<file path="src/rtl/regfile_wb_arbiter.sv">
// Writeback arbiter: funnels NREQ result buses onto the register file's two write ports
// with round-robin priority, and keeps the per-register busy scoreboard for decode.
module regfile_wb_arbiter #(
  parameter int XLEN      = 64,
  parameter int REG_IDX_W = 5,
  parameter int NREQ      = 4
) (
  input  logic                          clk,
  input  logic                          rstn,
  input  logic                          flush,
  input  logic [NREQ-1:0]               req_valid,
  input  logic [NREQ*REG_IDX_W-1:0]     req_rd,
  input  logic [NREQ*XLEN-1:0]          req_data,
  output logic [NREQ-1:0]               req_ready,
  output logic                          wen0,
  output logic [REG_IDX_W-1:0]          wreg_id0,
  output logic [XLEN-1:0]               wreg_data0,
  output logic                          wen1,
  output logic [REG_IDX_W-1:0]          wreg_id1,
  output logic [XLEN-1:0]               wreg_data1,
  input  logic                          alloc_en,
  input  logic [REG_IDX_W-1:0]          alloc_rd,
  output logic [(1<<REG_IDX_W)-1:0]     busy
);

  localparam int NREG = 1 << REG_IDX_W;

  logic [1:0]           r_rrPtr;
  logic [REG_IDX_W-1:0] w_rd   [NREQ];
  logic [XLEN-1:0]      w_data [NREQ];
  logic [NREQ-1:0]      w_grant;
  logic                 w_have0;
  logic                 w_have1;
  logic [1:0]           w_slot0;
  logic [1:0]           w_slot1;
  logic [1:0]           w_idx;
  logic [1:0]           w_lastPtr;
  logic [NREG-1:0]      w_clr;
  logic [NREG-1:0]      w_set;
  logic [NREG-1:0]      w_busyNext;

  for (genvar g = 0; g < NREQ; g++) begin : g_unpack
    assign w_rd[g]   = req_rd[g*REG_IDX_W +: REG_IDX_W];
    assign w_data[g] = req_data[g*XLEN +: XLEN];
  end

  // A second request to the same nonzero register as slot0 is skipped so the two
  // ports never target one register in the same cycle.
  always_comb begin
    w_grant = '0;
    w_have0 = 1'b0;
    w_have1 = 1'b0;
    w_slot0 = '0;
    w_slot1 = '0;
    w_idx   = '0;
    for (int k = 0; k < NREQ; k++) begin
      w_idx = r_rrPtr + 2'(k);
      if (req_valid[w_idx] && !flush) begin
        if (!w_have0) begin
          w_have0        = 1'b1;
          w_slot0        = w_idx;
          w_grant[w_idx] = 1'b1;
        end else if (!w_have1 && ((w_rd[w_idx] != w_rd[w_slot0]) ||
                                  (w_rd[w_idx] == '0) || (w_rd[w_slot0] == '0))) begin
          w_have1        = 1'b1;
          w_slot1        = w_idx;
          w_grant[w_idx] = 1'b1;
        end
      end
    end
  end

  assign req_ready = rstn ? w_grant : '0;
  assign w_lastPtr = w_have1 ? w_slot1 : w_slot0;

  // A fresh allocation in the same cycle as a writeback belongs to a newer producer, so set wins.
  always_comb begin
    w_clr = '0;
    w_set = '0;
    if (w_have0) w_clr[w_rd[w_slot0]] = 1'b1;
    if (w_have1) w_clr[w_rd[w_slot1]] = 1'b1;
    if (alloc_en && !flush) w_set[alloc_rd] = 1'b1;
    w_busyNext    = (busy & ~w_clr) | w_set;
    w_busyNext[0] = 1'b0;
  end

  always_ff @(posedge clk or negedge rstn) begin
    if (!rstn) begin
      wen0       <= 1'b0;
      wreg_id0   <= '0;
      wreg_data0 <= '0;
      wen1       <= 1'b0;
      wreg_id1   <= '0;
      wreg_data1 <= '0;
      busy       <= '0;
      r_rrPtr    <= '0;
    end else if (flush) begin
      wen0 <= 1'b0;
      wen1 <= 1'b0;
      busy <= '0;
    end else begin
      wen0 <= w_have0 && (w_rd[w_slot0] != '0);
      wen1 <= w_have1 && (w_rd[w_slot1] != '0);
      if (w_have0) begin
        wreg_id0   <= w_rd[w_slot0];
        wreg_data0 <= w_data[w_slot0];
        r_rrPtr    <= w_lastPtr + 2'd1;
      end
      if (w_have1) begin
        wreg_id1   <= w_rd[w_slot1];
        wreg_data1 <= w_data[w_slot1];
      end
      busy <= w_busyNext;
    end
  end

endmodule

</file>
<file path="config.mk">
export PLATFORM = sky130hd
export DESIGN_NAME = regfile_wb_arbiter
export DESIGN_NICKNAME = d
export VERILOG_FILES = /design/src/rtl/regfile_wb_arbiter.sv
export SDC_FILE = /design/constraint.sdc
export NUM_CORES = 1
export LEC_CHECK = 0
export CAP_MARGIN = 20
export CORE_AREA = 2 2 183 185
export DETAILED_ROUTE_END_ITERATION = 12
export DIE_AREA = 0 0 185 187
export PLACE_DENSITY = 0.74
export SLEW_MARGIN = 10
export SYNTH_ARGS = -nofsm -noshare
export SYNTH_HDL_FRONTEND = slang
export SYNTH_SLANG_ARGS = --single-unit
export TNS_END_PERCENT = 50
</file>
<file path="constraint.sdc">
create_clock -name clk -period 15.9 [get_ports clk]
set_input_delay 3.18 -clock clk [delete_from_list [all_inputs] [get_ports clk]]
set_output_delay 3.18 -clock clk [all_outputs]
set_load 0.02 [all_outputs]
</file>
==> results.cfg <==
[clock_tree]
post-cts-setup-buffers = 0
cts_hold_buf = 0
ctsLongestPathBuffers = 2
cts_tree = done
root_buffer = clkbuf_16
htreeDepth = 4
clk_latency_ps = 450
cts_sinks = 173
clk_pin_slew_ps = 80
post_cts_resize_count = 0
cts_buffers = 17

[worst_setup_path]
cp.required_ps = 12720
cp_slowest_cell = mux2i_2
cpLargestDelayFamily = buffers and inverters
critPathCaptureType = output pin
ff2ff_setup_slack_ps = 8490
worstPathArrival_ps = 8860
r2r_cells = 15
crit_buf_inv = 5
timing.rr.end = busy[19]
r2r_start = r_rrPtr[1]
worst_setup_path_start_kind = input port
critPathMaxFanout = 40
cp_cell_sequence = clkdlybuf4s50_1 -> buf_4 -> nand2b_1 -> a2bb2oi_1 -> buf_4 -> clkinv_1 -> ha_1 -> mux2i_2 -> mux4_2 -> xor2_1 -> a21oi_2 -> o211ai_4 -> a211oi_2 -> a21oi_1 -> nor2_1 -> nand2_1 -> a21boi_0 -> clkdlybuf4s50_1
crit_type = in -> out
crit_path_max_incr_delay_ps = 670

[global_route]
antenna_found_initial = 2
track_usage_pct = 29.3
grt-ovfl-total = 0
grt_pass1_wl_um = 79700
grt_pass1_vias = 14200
grt_max_degree = 144

[sta]
fin_crit_sh_pct = 75.7
fin_ws_ps = 3860
hold_viol_final = 0
min_period_ps = 12040
slew_viol_final = 0
setup_tns_ps = 0
max_freq_ghz = 0.0831
setup_viol = 0
grt_setup_unrepaired = false
fin_worst_skew_ps = 16.4
whs_ps = 478
tightest_slew_ps = 1040
relSlewSlack_pct = 30.3

[logic_synthesis]
syn_inst = 1746
ys_ff_latch = 173
syn_area_um2 = 13500
synth_top_area_share_pct = 32.1
synth_area_leader_cell = dfrtp_1
synth-main-ff-cell = dfrtp_1
syn_nets = 2044
synth.area.top_cells = dfrtp_1, nand2_1, o21ai_0
avgSynthCellArea_um2 = 7.73
seq_area_frac_synth_pct = 32.1
yosysWarnings = 0
synthArstFlopShare_pct = 100
synth_edf_count = 0
ys_types = 79

[routing]
post_drt_wl_per_cell_um = 20.0
post_drt_via_cell_ratio = 5.66
dr.pass1.iters = 7
drt_iter0_drc = 1169
num_vias = 14600
drcViolationCount = 0
routed_wl_um = 51400
drtAntennaViolNets = 0

[power_and_ir_drop]
switchingPower_w = 0.00232
finalPower_w = 0.00438
seq_power_share_pct = 17.7
power_frac_clock_pct = 9.7
p_comb_share_pct = 72.6
vdd_drop_max_mv = 0.218
switching_share_pct = 52.9
powerDensity_nw_per_um2 = 232
internal-power_w = 0.00206
p_leak_nw = 7.98

[floorplanning]
dieArea_um2 = 34600
start_util_pct = 41.1
pin_count = 465
die-width_um = 185
die_h_um = 187
fp-row-count = 67
coreArea_um2 = 32900

[placement]
place_inst = 2539
portBuffers = 463
dp_hpwl_um = 36800
place_congestion = 0.892
pre_cts_ws_ps = 3630

[finish]
layout-drive-gt1-share_pct = 9.09
flow.area_growth_from_synthesis_pct = 39.9
fin_cells = 2573
final_cell_mix = nand2_1, clkdlybuf4s50_1, o21ai_0, dfrtp_1, nand3_1
finalNetCount = 2408
fillers = 3027
final_common_cell = nand2_1

[run_status]
status = finished, final reports clean

[worst_hold_path]
min_path_type = reg -> reg
holdPathStages = 2
min_to = wreg_data1[42]
min_from = wreg_data1[42]

[job]
drv_cap = 0
area by class of cell:
cell class / count / area, µm² / share of cell area (%)
Clock inverter: 13 / 124 / 0.656
Clock buffer: 19 / 453 / 2.40
Tap cell: 448 / 561 / 2.97
Timing Repair Buffer: 479 / 4770 / 25.2
Antenna cell: 2 / 5.00 / 0.0265
Inverter: 15 / 56.3 / 0.298
Sequential cell: 173 / 4330 / 22.9
Multi-Input combinational cell: 1424 / 8590 / 45.5
metrics by stage:
step	util [%]	cell area (µm²)
5_1_grt	57.5	18900
6_report	57.5	18900
3_3_place_gp	55.7	18300
2_1_floorplan	-	13500
3_5_place_dp	55.7	18300
4_1_cts	57.4	18900
worst min-delay path: stages, from the launching register on:
cell	delay [ps]
dfrtp_1	350
nand2_1	40
o21ai_0	50
how the worst max path moves through the flow:
stage | depth (start not counted) | from | endpoint
after global placement | 18 | flush | req_ready[2]
after CTS | 18 | flush | req_ready[1]
after floorplan | 13 | req_valid[1] | req_ready[2]
after detailed placement | 18 | flush | req_ready[3]
after global routing | 18 | flush | req_ready[1]
final | 18 | flush | req_ready[1]
cell families (layout without fill, tap and decap cells):
family / Yosys count / after routing / synth area share [%]
buf+inv: 149 / 526 / 4.77
compound gates: 426 / 426 / 19.7
mux: 186 / 186 / 16.8
xor+xnor: 10 / 10 / 0.649
other cells: 1 / 3 / 0.0278
flops: 173 / 173 / 32.1
simple gates: 792 / 792 / 25.1
fa+ha+maj: 9 / 9 / 0.834
metal layers:
layer / vias to the layer above / global-route usage [%] / part of all wire [%]
li1: 6837 / - / -
met3: 126 / 6.43 / 7.6
met2: 656 / 49.6 / 49
met4: 0 / 11.7 / 3.9
met1: 6950 / 36.2 / 40
met5: - / 0 / 0
cell usage after synthesis, drive strengths merged (4+ instances only):
cell type	instances
clkbuf	88
inv	14
mux4	24
xnor2	6
a221oi	16
nand2	587
nor3b	28
a21boi	8
o31ai	9
o211ai	8
o21ai	307
or3	5
a31oi	9
nor2	37
nand4	7
a211o	4
buf	46
mux2	73
a222oi	4
nor4	5
a211oi	7
a21oi	11
nor2b	5
a21o	12
nor3	14
dfrtp	173
nand2b	5
xor2	4
mux2i	89
and3	4
ha	9
nand3	86
flip-flops by register name, indices dropped and copies added (netlist names):
signal	cells
busy	31
r_rrPtr	2
wen0	1
wen1	1
wreg_data0	64
wreg_data1	64
wreg_id0	5
wreg_id1	5
power groups by stage:
stage / combinational (W) / sequential, W / clock [W]
2_1_floorplan: 0.00191 / 0.000988 / 0
3_3_place_gp: 0.00310 / 0.000773 / 0
3_5_place_dp: 0.00317 / 0.000780 / 0
4_1_cts: 0.00317 / 0.000776 / 0.000430
5_1_grt: 0.00347 / 0.000799 / 0.000449
6_report: 0.00318 / 0.000774 / 0.000424
Note: power is estimated with default switching activity, not from simulation.
